**src/rtl/nclic_arbiter.sv**
```systemverilog
// NCLIC interrupt arbiter: pending/enable/priority state, winner selection,
// valid/ready offer to the core and a priority-threshold nesting stack.
module nclic_arbiter #(
    parameter int IntAmount  = 8,
    parameter int Priorities = 4,
    parameter int StackDepth = Priorities,
    localparam int IntIdWidth = $clog2(IntAmount),
    localparam int PrioWidth  = $clog2(Priorities)
) (
    input  logic                  clk,
    input  logic                  reset,
    input  logic [IntAmount-1:0]  irq_i,
    input  logic                  cfg_we,
    input  logic [1:0]            cfg_sel,
    input  logic [IntIdWidth-1:0] cfg_id,
    input  logic [PrioWidth-1:0]  cfg_wdata,
    output logic                  req_valid,
    output logic [IntIdWidth-1:0] req_id,
    output logic [PrioWidth-1:0]  req_prio,
    input  logic                  req_ready,
    input  logic                  complete_i,
    output logic [PrioWidth-1:0]  cur_prio,
    output logic                  complete_err
);

    localparam int SW = (StackDepth > 1) ? $clog2(StackDepth) : 1;
    localparam int DW = $clog2(StackDepth + 1);

    typedef enum logic [1:0] {
        IDLE,
        OFFER,
        SETTLE
    } state_e;

    state_e                state_q, state_d;
    logic [IntAmount-1:0]  irq_prev_q;
    logic [IntAmount-1:0]  pend_q, pend_d;
    logic [IntAmount-1:0]  en_q;
    logic [PrioWidth-1:0]  prio_q [IntAmount];
    logic [PrioWidth-1:0]  stack_q [StackDepth];
    logic [DW-1:0]         depth_q, depth_d;
    logic [PrioWidth-1:0]  cur_prio_q, cur_prio_d;
    logic                  req_valid_q, req_valid_d;
    logic [IntIdWidth-1:0] req_id_q, req_id_d;
    logic [PrioWidth-1:0]  req_prio_q, req_prio_d;
    logic                  cerr_q, cerr_d;

    logic [IntAmount-1:0]  elig;
    logic                  win_vld;
    logic [IntIdWidth-1:0] win_id;
    logic [PrioWidth-1:0]  win_prio;
    logic                  take;
    logic                  pop_ok;
    logic [SW-1:0]         top_idx;
    logic [SW-1:0]         push_idx;
    logic [DW-1:0]         base_depth;
    logic [PrioWidth-1:0]  base_cur;

    always_comb begin
        for (int i = 0; i < IntAmount; i++) begin
            elig[i] = pend_q[i] & en_q[i] & (prio_q[i] > cur_prio_q);
        end
    end

    // Strict '>' keeps the lowest id on equal priority.
    always_comb begin
        win_vld  = 1'b0;
        win_id   = '0;
        win_prio = '0;
        for (int i = 0; i < IntAmount; i++) begin
            if (elig[i] && (prio_q[i] > win_prio)) begin
                win_vld  = 1'b1;
                win_id   = IntIdWidth'(i);
                win_prio = prio_q[i];
            end
        end
    end

    assign take = (state_q == OFFER) & req_valid_q & req_ready;

    always_comb begin
        state_d     = state_q;
        req_valid_d = 1'b0;
        req_id_d    = req_id_q;
        req_prio_d  = req_prio_q;
        unique case (state_q)
            IDLE: begin
                if (win_vld) begin
                    state_d     = OFFER;
                    req_valid_d = 1'b1;
                    req_id_d    = win_id;
                    req_prio_d  = win_prio;
                end
            end
            OFFER: begin
                if (take) begin
                    state_d = SETTLE;
                end else if (win_vld) begin
                    req_valid_d = 1'b1;
                    req_id_d    = win_id;
                    req_prio_d  = win_prio;
                end else begin
                    state_d = IDLE;
                end
            end
            SETTLE: state_d = IDLE;
            default: state_d = IDLE;
        endcase
    end

    // Sets are applied last so an edge or set racing a clear/take wins.
    always_comb begin
        pend_d = pend_q;
        if (take) begin
            pend_d[req_id_q] = 1'b0;
        end
        if (cfg_we && (cfg_sel == 2'd3)) begin
            pend_d[cfg_id] = 1'b0;
        end
        if (cfg_we && (cfg_sel == 2'd2)) begin
            pend_d[cfg_id] = 1'b1;
        end
        pend_d = pend_d | (irq_i & ~irq_prev_q);
    end

    // Pop is resolved before push when both happen in one cycle.
    always_comb begin
        pop_ok     = complete_i & (depth_q != '0);
        cerr_d     = complete_i & (depth_q == '0);
        top_idx    = SW'(depth_q - DW'(1));
        base_depth = pop_ok ? (depth_q - DW'(1)) : depth_q;
        base_cur   = pop_ok ? stack_q[top_idx] : cur_prio_q;
        push_idx   = SW'(base_depth);
        depth_d    = take ? (base_depth + DW'(1)) : base_depth;
        cur_prio_d = take ? req_prio_q : base_cur;
    end

    always_ff @(posedge clk) begin
        if (reset) begin
            state_q     <= IDLE;
            irq_prev_q  <= '0;
            pend_q      <= '0;
            en_q        <= '0;
            depth_q     <= '0;
            cur_prio_q  <= '0;
            req_valid_q <= 1'b0;
            req_id_q    <= '0;
            req_prio_q  <= '0;
            cerr_q      <= 1'b0;
            for (int i = 0; i < IntAmount; i++) begin
                prio_q[i] <= '0;
            end
            for (int i = 0; i < StackDepth; i++) begin
                stack_q[i] <= '0;
            end
        end else begin
            state_q     <= state_d;
            irq_prev_q  <= irq_i;
            pend_q      <= pend_d;
            depth_q     <= depth_d;
            cur_prio_q  <= cur_prio_d;
            req_valid_q <= req_valid_d;
            req_id_q    <= req_id_d;
            req_prio_q  <= req_prio_d;
            cerr_q      <= cerr_d;
            if (take) begin
                stack_q[push_idx] <= base_cur;
            end
            if (cfg_we) begin
                unique case (cfg_sel)
                    2'd0: prio_q[cfg_id] <= cfg_wdata;
                    2'd1: en_q[cfg_id]   <= cfg_wdata[0];
                    default: ;
                endcase
            end
        end
    end

    // Only strictly higher priorities are taken, so depth is bounded.
    stack_ovf_a: assert property (
        @(posedge clk) disable iff (reset)
        take |-> (base_depth < DW'(StackDepth))
    );

    assign req_valid    = req_valid_q;
    assign req_id       = req_id_q;
    assign req_prio     = req_prio_q;
    assign cur_prio     = cur_prio_q;
    assign complete_err = cerr_q;

endmodule

```
**config.mk**
```make
export PLATFORM = sky130hd
export DESIGN_NAME = nclic_arbiter
export DESIGN_NICKNAME = d
export VERILOG_FILES = /design/src/rtl/nclic_arbiter.sv
export SDC_FILE = /design/constraint.sdc
export NUM_CORES = 1
export LEC_CHECK = 0
export CAP_MARGIN = 25
export CORE_MARGIN = 3
export CORE_UTILIZATION = 25
export DETAILED_ROUTE_END_ITERATION = 10
export GPL_ROUTABILITY_DRIVEN = 0
export SETUP_SLACK_MARGIN = 0.3
export SYNTH_ARGS = -nofsm -noshare
export SYNTH_HDL_FRONTEND = slang
export SYNTH_SLANG_ARGS = --single-unit
```
**constraint.sdc**
```tcl
create_clock -name clk -period 11.7 [get_ports clk]
set_input_delay 2.34 -clock clk [delete_from_list [all_inputs] [get_ports clk]]
set_output_delay 2.34 -clock clk [all_outputs]
set_load 0.01 [all_outputs]
```
=== Yosys cells after proc, flatten, opt, wreduce, memory -nomap -nowiden ===
Memories as Yosys holds them, arrays and structs flattened.
Cells that the tools add are included.
Widths: inputs -> output; s select.

* $add $sub $neg: 2
* $lt $le $gt $ge: 20
* Equality and inequality tests: 7
* Multiplexer cells: 63
* Bitwise operators: 28
* Reductions and logical operators: 22

{| class="wikitable"
|+ Operators by type and width
! kind !! number
|-
| $mux 2 || 18
|-
| $mux 3 || 11
|-
| $gt 2x2->1 || 15
|-
| $and 8x8->8 || 3
|-
| $mux 1 || 24
|-
| $mux 8 || 3
|-
| $not 8->8 || 3
|-
| $and 1x1->1 || 20
|-
| $or 8x8->8 || 2
|-
| $logic_and 1x1->1 || 12
|-
| $bwmux 8 || 1
|-
| $lt 3x4->1 const B || 2
|-
| $pmux 2 s2 || 2
|-
| $demux 1 s3 || 2
|-
| $ge 3x1->1 const B || 2
|-
| $pmux 3 s2 || 1
|-
| $reduce_and 2->1 || 3
|-
| $eq 2x1->1 const B || 2
|-
| $eq 2x2->1 const B || 2
|-
| $logic_not 2->1 || 2
|-
| $ne 2x2->1 const B || 2
|-
| $reduce_or 2->1 || 2
|-
| $add 3x1->3 const B || 1
|-
| $logic_not 3->1 || 1
|-
| 6 further kinds || 6
|}

* Register bits after elaboration: 38
* Bits in writable memories: 24
* Input port bits: 20
* Output and inout bits: 9
* Word-level logic and storage cells: 154
* Memories kept: 2

{| class="wikitable"
|+ Memories
! name !! words !! bits a word !! read ports !! clocked after Yosys merged registers in !! write ports !! line !! source
|-
| prio_q || 8 || 2 || 8 || 0 || 8 || 39 || <nowiki>logic [PrioWidth-1:0] prio_q [IntAmount];</nowiki>
|-
| stack_q || 4 || 2 || 1 || 0 || 4 || 40 || <nowiki>logic [PrioWidth-1:0] stack_q [StackDepth];</nowiki>
|}

=== Longest topological paths before layout ===
An unclocked memory read counts as a cell.

* Depth in word-level cells: 29
* Depth in mapped cells: 50
* Mapped depth without buffers: 49

=== Worst setup path before layout ===
OpenSTA, ideal clock, no wires.

* Path kind: register to register
* Start: register cur_prio_q[1] (netlist: cur_prio[1])
* End: register req_id_q[1] (netlist: req_id[1])
* Setup time: 0.124 ns
* Arrival: 8.960 ns
* Required time: 11.576 ns
* Slack: 2.616 ns
* Cell stages (with the launch flop): 50
* Path buffers: 1
* Clock period less this slack: 9.084 ns
* Cell sequence: dfxtp_1 inv_1 ha_1 nor2b_2 o211a_1 and2_1 ha_1 nand2_1 nand3_1 nor2_1 mux2_2 ha_1 or2_2 o2111ai_1 a32oi_1 o21a_1 or2_2 ha_1 [14 not listed] maj3_2 nand2_1 o211ai_1 o21a_1 ha_1 nor2_1 nand2_1 o22a_2 o21a_1 nand2_1 o21ai_0 ha_1 a221oi_1 o221ai_1 nand2_1 o31ai_4 buf_6 o311a_2

* Longest elaborated chain between the ends: 28
* Elaborated cells on any way between the ends: 55
* Those cells by class: order compare: 15; mux: 24; bitwise: 8; reduce/logical: 8

{| class="wikitable"
|+ RTL lines
! item !! line !! source
|-
| start, declared || 42 || <nowiki>logic [PrioWidth-1:0] cur_prio_q, cur_prio_d;</nowiki>
|-
| start signal, assigned || 161 || <nowiki>cur_prio_q <= cur_prio_d;</nowiki>
|-
| $gt 2x2->1 || 61 || <nowiki>elig[i] = pend_q[i] & en_q[i] & (prio_q[i] > cur_prio_q);</nowiki>
|-
| $and 1x1->1 || 61 ||
|-
| $logic_and 1x1->1 || 71 || <nowiki>if (elig[i] && (prio_q[i] > win_prio)) begin</nowiki>
|-
| $mux 2 || 71 ||
|-
| $gt 2x2->1 || 71 ||
|-
| $logic_and 1x1->1 || 71 ||
|-
| $mux 2 || 71 ||
|-
| $gt 2x2->1 || 71 ||
|-
| [12 not listed] || n/a ||
|-
| $logic_and 1x1->1 || 71 ||
|-
| $mux 2 || 71 ||
|-
| $gt 2x2->1 || 71 ||
|-
| $logic_and 1x1->1 || 71 ||
|-
| $mux 3 / $mux 1 (equally long branches) || 71 ||
|-
| $mux 3 * || 88, 98 ||
|-
| $mux 3 || 96 || <nowiki>if (take) begin</nowiki>
|-
| $pmux 3 s2 * || 86 || <nowiki>unique case (state_q)</nowiki>
|-
| end signal, assigned || 163 || <nowiki>req_id_q <= req_id_d;</nowiki>
|-
| end, declared || 44 || <nowiki>logic [IntIdWidth-1:0] req_id_q, req_id_d;</nowiki>
|}

Every way passes the cells marked *; elsewhere a longest branch is shown, timed or not. The select of a mux whose other input is x is not followed.
A chain may end at the register's enable or synchronous reset.

=== Worst setup path after layout ===
Same ends and word-level chain as after synthesis.

==> impl_metrics.toml <==
[timing]
finalWorstPathRequiredPeriod_ns = 10.32
fin_worst_skew_ns = 0.004992
drv_slew = 0
fmax_mhz = 96.94
final-setup-viol-count = 0
hold_slack_ns = 0.4788
timing.final.crit_share = 0.8816
rsz0062_at_grt = "false"
final-hold-violation-count = 0
worst_slew_pin_slew_ns = 0.6475
slew_hr = 0.5683
tns_ns = 0

[clock_network]
post-cts-setup-buffers = 0
post_cts_hold_buffer_count = 0
path_clk_slew_ns = 0.05
ctsHtreeMaxLevel = 3
clock_latency_ns = 0.32
cts-root-buf = "sky130_fd_sc_hd__clkbuf_16"
tritoncts = "done"
cts.path.max_buffers = 2
cts_inserted_buffers = 9
post_cts_resized = 0
clock_sink_count = 62

[global_routing]
global_route.overflow_total = 0
grt_pass1_wl_um = 14550
largest_net_degree_at_the_start_of_global_routing = 43
track_usage = 0.1099
antenna_found_initial = 0
via_count_of_the_first_global_routing_pass = 3030

[yosys]
syn_area_per_cell_um2 = 8.968
synth-edff-count = 24
netlist.top_cell.by_area = "sky130_fd_sc_hd__dfxtp_1"
synth_seq_cells = 62
yosys_warnings = 0
share_of_synthesized_registers_carrying_an_async_set_or_reset = 0
syn_area_um2 = 3749
ys_seq_area_frac = 0.3952
largest_cells_by_area_after_synthesis = "sky130_fd_sc_hd__dfxtp_1 (20%), sky130_fd_sc_hd__edfxtp_1 (19%), sky130_fd_sc_hd__ha_1 (9.3%)"
synth_top_cell_area_share = 0.2029
synthCells = 418
synthFlopType = "sky130_fd_sc_hd__dfxtp_1"
yosysUniqueCellTypes = 69
synth.net_count = 466

[detailed_routing]
routedWlPerCell_um = 13.69
drt-pass1-iter-count = 4
routed_via_count = 3100
route.detailed.drc = 0
viasPerCell = 4.890
drtAntennaViolNets = 0
detailedRoute.firstIterationViolations = 192
wl_um = 8678

[power]
leakage_nw = 1.692
powerDensity_nw_per_um2 = 136.0
vdd_ir_drop_max_uv = 94.68

[worst_setup_path]
crit_required_ns = 11.91
endpoint_kind = "register"
worst-r2r-cell-count = 49
critical_path.reg2reg.endpoint = "req_id[1]"
critPathCapture = "req_id[1]"
first_element_of_the_critical_path = "cur_prio[1]"
worst_path_max_delay_cell = "sky130_fd_sc_hd__o31ai_4"
setup.worst_path.class = "reg -> reg"
regToRegSetupSlack_ns = 1.38
critical_path_peak_fanout = 11
crit-reg2reg-launch = "cur_prio[1]"
slowest_delay_ns = 0.58
critical_path.startpoint_type = "register"
worstPathArrival_ns = 10.52
cp_common_cell = "sky130_fd_sc_hd__ha_1"

[layout]
drive_gt1_frac = 0.08889
insertedDiodeCount = 0
layout.nets = 493
num-fill-cells = 1533
area_growth_pct = 18.79
design_area_um2 = 4453
finalCoreUtilization = 0.3052

[outcome]
status = "completed"

[floorplan]
floorplan.io_pins = 29
floorplan.rows = 44
fp.dieH_um = 128.5
floorplan.initialDensity = 0.2569
design.die.area_um2 = 16500
core_area_um2 = 14590
dieWidth_um = 128.5

[hold_path]
holdCritPathClass = "reg -> reg"

[place]
postPlaceCellArea_um2 = 4190
dp_hpwl_um = 6884
buffer_ports.inserted = 28

[run]
cap_viol_max_count = 0
[placed cells by master (no fill, tap or decap), types with 11 or more instances in the layout]
master                             n
sky130_fd_sc_hd__o21ai_0          23
sky130_fd_sc_hd__ha_1             28
sky130_fd_sc_hd__nand3_1          15
sky130_fd_sc_hd__inv_1            28
sky130_fd_sc_hd__dfxtp_1          38
sky130_fd_sc_hd__clkdlybuf4s50_1  28
sky130_fd_sc_hd__nor2_1           59
sky130_fd_sc_hd__and2_1           19
sky130_fd_sc_hd__nor2b_1          11
sky130_fd_sc_hd__edfxtp_1         24
sky130_fd_sc_hd__nand2_1          40
sky130_fd_sc_hd__a21oi_1          24
[metal layers]
metal / GRT usage / part of all wire / wire length [µm]
met1: 0.1345 / 0.44 / 3811
met4: 0.05743 / 0.026 / 226
met5: 0 / 0 / 0
met3: 0.02076 / 0.046 / 403
met2: 0.1833 / 0.49 / 4237
[worst min-delay path by stage]
stage             from       to  cells after the start
6_report       en_q[0]  en_q[0]                      2
5_1_grt        en_q[7]  en_q[7]                      2
4_1_cts        en_q[6]  en_q[6]                      2
3_5_place_dp   en_q[6]  en_q[6]                      2
3_3_place_gp   en_q[1]  en_q[1]                      2
2_1_floorplan  en_q[0]  en_q[0]                      2
[report_power, final]
| part | total (W) | internal (W) | switching [W] |
|---|---|---|---|
| Clock | 0.000230 | 0.000148 | 0.0000827 |
| Sequential | 0.000247 | 0.000238 | 0.00000901 |
| Combinational | 0.000128 | 0.0000550 | 0.0000730 |
| Total | 0.000606 | 0.000441 | 0.000165 |
[sequential cells by signal (all words and copies together), names as in the netlist, 3 cells and up]
register    cells
prio_q         16
en_q            8
irq_prev_q      8
pend_q          8
stack_q         8
depth_q         3
req_id          3
[Yosys cell counts (2+ instances only)]
cell type,number
sky130_fd_sc_hd__o2111ai_1,2
sky130_fd_sc_hd__a211oi_1,5
sky130_fd_sc_hd__edfxtp_1,24
sky130_fd_sc_hd__dfxtp_1,38
sky130_fd_sc_hd__o22a_2,2
sky130_fd_sc_hd__o31ai_1,2
sky130_fd_sc_hd__nand4b_1,2
sky130_fd_sc_hd__nand2b_1,3
sky130_fd_sc_hd__mux4_2,2
sky130_fd_sc_hd__and3_2,2
sky130_fd_sc_hd__nor3_1,4
sky130_fd_sc_hd__and4_1,2
sky130_fd_sc_hd__a21o_1,2
sky130_fd_sc_hd__o22ai_1,6
sky130_fd_sc_hd__nand2_1,40
sky130_fd_sc_hd__or2_2,3
sky130_fd_sc_hd__clkbuf_1,10
sky130_fd_sc_hd__inv_1,28
sky130_fd_sc_hd__o21a_1,5
sky130_fd_sc_hd__nor2_1,59
sky130_fd_sc_hd__a21oi_1,24
sky130_fd_sc_hd__nand3b_1,5
sky130_fd_sc_hd__xnor2_1,2
sky130_fd_sc_hd__o21ai_0,23
sky130_fd_sc_hd__ha_1,28
sky130_fd_sc_hd__a31oi_1,4
sky130_fd_sc_hd__nand3_1,15
sky130_fd_sc_hd__o221ai_1,6
sky130_fd_sc_hd__nor2b_1,11
sky130_fd_sc_hd__mux2i_1,2
sky130_fd_sc_hd__and2_1,19
[layout make-up]
type                       count  area [µm²]  share of cell area
sequential                    62        1481              0.3327
timing repair buffer          30       295.3             0.06631
inverter                      28       105.1             0.02360
clock buffer                  14       254.0             0.05704
tap                          184       230.2             0.05170
clock inverter                 2       8.758            0.001967
multi-input combinational    314        2078              0.4667
[cells by family after synthesis]
| logic type | after synthesis | share of synthesized area |
|---|---|---|
| flops | 62 | 0.3952 |
| fa+ha+maj | 30 | 0.09913 |
| compound gates | 99 | 0.1916 |
| buf+inv | 42 | 0.05040 |
| xor+xnor | 3 | 0.007011 |
| mux | 5 | 0.02036 |
| simple gates | 177 | 0.2363 |
[per-stage QoR]
stage	cells	setup WS [ns]	total power (W)
5_1_grt	634	0.5607	0.0006443
3_3_place_gp	618	1.959	0.0003731
3_5_place_dp	618	1.477	0.0003797
4_1_cts	634	1.414	0.0006136
2_1_floorplan	418	2.616	0.0003387
6_report	634	1.385	0.0006058
[worst max-delay path, delay by kind of cell, from the launching register on]
kind / cells / cell delay (ns)
simple gates: 20 / 2.95
buf+inv: 2 / 0.27
compound gates: 17 / 3.70
mux: 1 / 0.39
flops: 1 / 0.36
fa+ha+maj: 9 / 2.52
No activity file was read; power rests on OpenSTA's default activity.
==> variant 1 (config.mk and constraints unchanged) <==
`IntAmount`: 8 -> 16.
--- a/src/rtl/nclic_arbiter.sv
+++ b/src/rtl/nclic_arbiter.sv
@@ -1,7 +1,7 @@
 // NCLIC interrupt arbiter: pending/enable/priority state, winner selection,
 // valid/ready offer to the core and a priority-threshold nesting stack.
 module nclic_arbiter #(
-    parameter int IntAmount  = 8,
+    parameter int IntAmount  = 16,
     parameter int Priorities = 4,
     parameter int StackDepth = Priorities,
     localparam int IntIdWidth = $clog2(IntAmount),
Interface: changed (resized cfg_id, irq_i and req_id); port bits go from 29 to 39. No check against the original RTL was run, so the function may have changed too.
==> variant 1 against the original RTL <==
- the run now ends with negative setup slack left
- hold slack got worse by 4.3 ps
- cell count grew 97%
- via count rose by 97%
- wire length grew 110%
- sequential cell count up 41
- area after synthesis increased by 81%
- setup slack worse by 7300 ps
- final area rose by 110%
- global-route usage rose by 1.7 points
- total power increased by 53%
- critical path type unchanged
- largest cell class unchanged
==> variant 1: results (changes against the original RTL) <==
metric;value;unit;change
hold_depth;2;;unchanged
finalSetupViolCount;8;;+8
first_pass_iters;5;;+1
yosysMostFrequentCell;dfxtp_1;;
synth_compound_area_frac;0.249;;+0.0574
max_slew_margin;0.315;;-0.253
synth-adder-area-share;0.0990;;-0.000146
insertedDiodeCount;0;;unchanged
clk_latency;340;ps;+20 ps
yosysWarnings;0;;unchanged
grt_usage;0.126;;+0.0166
synth.avg_cell_area;9.53;um2;+6.3%
largest_reg_flops;32;;+16
syn_nets;793;;+70%
dpl.hpwl;13200;um;+91%
ys.flop_type;dfxtp_1;;
violations;negative setup slack;;
synth_xor_area_frac;0.00516;;-0.00185
num_vias;6115;;+97%
crit_path_end;req_id[1];;
grt_pass1_vias;6023;;+99%
grt_pass1_wl;30100;um;+110%
ys_top_cells_by_count;dfxtp_1, nand2_1, ha_1, nor2_1, inv_1;;
drive_above_1_share;0.347;;+0.258
hold_path_class;register to register;;
seq_area_frac_synth;0.363;;-0.0324
ir_drop;0.0671;mV;-29%
critPathMaxStageDelay;360;ps;-220 ps
rr_worst_depth;118;;+140%
cp_data_arrival_time;17870;ps;+7350 ps
cp-startpoint;cur_prio[1];;
clock-root-buffer;clkbuf_16;;
ys_types;92;;+33%
synth_edf_count;40;;+67%
cts.reportedPaths.clkPinSlew;80;ps;+30 ps
drtIter0Drc;311;;+62%
antenna_found_initial;0;;unchanged
synthMuxAreaShare;0.0175;;-0.00285
htreeDepth;3;;unchanged
r2r-start;cur_prio[1];;
clockBufferDepth;2;;unchanged
synth_top_family_by_area;compound AO/OA/AOI/OAI gates;;
p_leak;0.00370;uW;+120%
cts_made_buffers;9;;unchanged
grt_max_degree;65;;+51%
synth.area.top_cells;dfxtp_1, edfxtp_1, ha_1;;
final.setup.worst_slack;-5910;ps;-7290 ps
critPathMaxFanout;3;;-8
status;finished with violations;;
port_buffers;38;;+36%
crit_slowest_cell;dfxtp_4;;
vias_per_cell;4.89;;about the same
synth-async-reset-ratio;0;;unchanged
fin_worst_skew;6.30;ps;+1.31 ps
regMostFlops;prio_q;;
routed_wl;18600;um;+110%
nets;992;;+100%
dp_cells;1148;;+86%
variant 1: power by group:
group	internal, uW	switching, uW	total, uW
clock network	151	147	298
logic	102	122	224
registers	392	14.5	407
total	646	284	929
variant 1: cells by family (layout without fill, tap and decap cells):
logic type,Yosys count,count (layout)
compound gates,197,197
simple gates,274,274
buf+inv,71,275
flops,103,103
fa+ha+maj,54,54
xor+xnor,4,4
mux,9,9
variant 1: through the flow:
step | area [um2] | utilization | setup TNS, ps | setup WS [ps]
2_1_floorplan | 7060 | - | -47500 | -6060
3_3_place_gp | 8410 | 0.319 | -45190 | -5710
3_5_place_dp | 8410 | 0.319 | -47650 | -6030
4_1_cts | 9300 | 0.353 | -45490 | -5750
5_1_grt | 9520 | 0.361 | -53700 | -6820
6_report | 9520 | 0.361 | -45050 | -5910
variant 1: layout make-up:
type	instances	area, um2
multi-input combinational	538	4420
inverter	41	158
sequential	103	2470
clock inverter	6	60.1
clock buffer	10	229
tap	335	419
timing repair buffer	218	1760
fill	2582	16800
variant 1: critical path: cells and delay by family (launching register included):
kind                       cells  cell delay, ps
DFF                            1             360
and+or+nand+nor               27            3190
adders and majority gates     12            3190
muxes                          2             650
AOI/OAI and AO/OA             25            3760
buffers and inverters         52            6370
variant 1: what timing repair did:
action	in CTS	in global routing
endpoints found under the setup margin	8	8
gates resized for setup	13	25
pin swaps	23	22
buffers inserted	74	11
hold endpoints to repair	0	0
variant 1: routing by layer:
layer  global-route usage  wire, um  vias to the layer above
met5                    0         0                        -
met4               0.0494       654                        0
met3               0.0141       436                       35
met2                0.216      8960                       95
met1                0.164      8520                     2899
li1                     -         -                     3086
variant 1: how the worst min path moves through the flow:
stage	startpoint	to	slack, ps
2_1_floorplan	en_q[5]	en_q[5]	450
3_3_place_gp	en_q[0]	en_q[0]	450
3_5_place_dp	en_q[7]	en_q[7]	460
4_1_cts	en_q[7]	en_q[7]	470
5_1_grt	en_q[9]	en_q[9]	490
6_report	en_q[10]	en_q[10]	470
==> variant 2 (same settings) <==
Made on the original files. Make the reset (`reset`) asynchronous in one clocked block.
--- a/src/rtl/nclic_arbiter.sv
+++ b/src/rtl/nclic_arbiter.sv
@@ -135,7 +135,7 @@
         cur_prio_d = take ? req_prio_q : base_cur;
     end
 
-    always_ff @(posedge clk) begin
+    always_ff @(posedge clk or posedge reset) begin
         if (reset) begin
             state_q     <= IDLE;
             irq_prev_q  <= '0;
Behaviour: differs if reset is asserted again (counterexample within 4 cycles, from zero or initial values and one cycle with reset high); with reset held inactive, the same outputs for 4 cycles.
==> variant 2 against the original RTL <==
- final area up 4.6%
- setup slack got worse by 480 ps
- wire length increased by 6.2%
- sequential cell count unchanged
- die area up 2.5%
- area after synthesis grew 2.7%
- fmax shrank 4.5%
- critical path type unchanged
- critical endpoint is now req_prio[1]
Power is not compared: it rests on default switching activity, and its combinational part moved more than twofold at a synthesized area within 25%.
==> variant 2: results (changes against the original RTL) <==
metric;value;unit;change
status;finished, final reports clean;;
synth_xor_area_frac;0.00910;;+0.00209
cp_data_arrival_time;11010;ps;+490 ps
max_slew_margin;0.463;;-0.105
routed_wl;9220;um;+6.2%
syn_nets;418;;-10%
synth-async-reset-ratio;1.00;;+1.00
synth-adder-area-share;0.106;;+0.00685
ys_types;64;;-7.2%
hold_path_class;register to register;;
seq_area_frac_synth;0.403;;+0.00793
cts_resized;0;;unchanged
clk_latency;330;ps;
synth_compound_area_frac;0.201;;+0.00900
drive_above_1_share;0.176;;+0.0867
critPathMaxStageDelay;510;ps;-70 ps
critPathMaxFanout;7;;-4
grt_usage;0.115;;+0.00531
yosysWarnings;0;;unchanged
syn_inst;367;;-12%
fillCellCount;1484;;-3.2%
nets;456;;-7.5%
postCtsSetupRepairBufs;0;;unchanged
fin_worst_skew;2.54;ps;-2.45 ps
grt_pass1_wl;15100;um;+3.8%
clock-root-buffer;clkbuf_16;;
dpl.hpwl;6940;um;+0.79%
synth.area.top_cells;dfrtp_1, ha_1, mux2_2;;
synthMuxAreaShare;0.0819;;+0.0616
regMostFlops;prio_q;;
antenna_found_initial;0;;unchanged
port_buffers;28;;unchanged
grt_pass1_vias;3017;;-0.43%
grt_max_degree;63;;+47%
vias_per_cell;4.98;;+1.9%
post_drt_wl_per_cell;15.5;um;+13%
dp_cells;578;;-6.5%
p_seq;292;uW;
crit_slowest_cell;or4_1;;
ys_top_cells_by_count;dfrtp_1, nand2_1, inv_1, ha_1, o21ai_0;;
ys.flop_type;dfrtp_1;;
drtIter0Drc;175;;-8.9%
-- variant 2: kinds of logic (layout without fill, tap and decap cells) --
group / Yosys count / count (layout)
buffers and inverters: 41 / 84
adders and majority gates: 33 / 33
xor gates and xnor gates: 4 / 4
AOI/OAI and AO/OA: 93 / 93
and+or+nand+nor: 108 / 108
muxes: 26 / 26
DFF: 62 / 62
-- variant 2: worst max-delay path: cells and delay by family, from the launching register on --
family          cells  cell delay, ps
buf+inv             2             280
flops               1             380
compound gates     16            3130
fa+ha+maj           9            2460
mux                 3            1000
simple gates       17            3440
-- variant 2: per-stage QoR --
step                      instance area (um2)  hold slack [ps]  worst slack [ps]
final                                    4660              472               904
after detailed placement                 4360              459               677
after global placement                   4360              452              1040
after CTS                                4650              471               636
after floorplan                          3850              437              1450
after global routing                     4660              485               338
-- variant 2: per-layer routing --
metal  GRT usage  part of all wire
met1       0.149              0.46
met2       0.182              0.48
met3      0.0233             0.032
met4      0.0593             0.031
met5           0                 0
-- variant 2: area by class of cell --
class | instances | area share
Clock buffer | 13 | 0.0580
Sequential cell | 62 | 0.333
Clock inverter | 3 | 0.00376
Multi-Input combinational cell | 264 | 0.460
Tap cell | 184 | 0.0494
Timing Repair Buffer | 32 | 0.0666
Inverter | 36 | 0.0290
-- variant 2: worst paths after layout --
kind                       slack, ps  depth (start not counted)   startpoint       endpoint
setup / recovery                 900                         47  cur_prio[1]    req_prio[1]
hold / removal                   470                          1   depth_q[2]     depth_q[2]
setup reg to reg                 900                         47  cur_prio[1]    req_prio[1]
hold reg to reg                  470                          1   depth_q[2]     depth_q[2]
max in group asynchronous       8610                          3        reset     stack_q[5]
min in group asynchronous       2550                          3        reset  irq_prev_q[6]
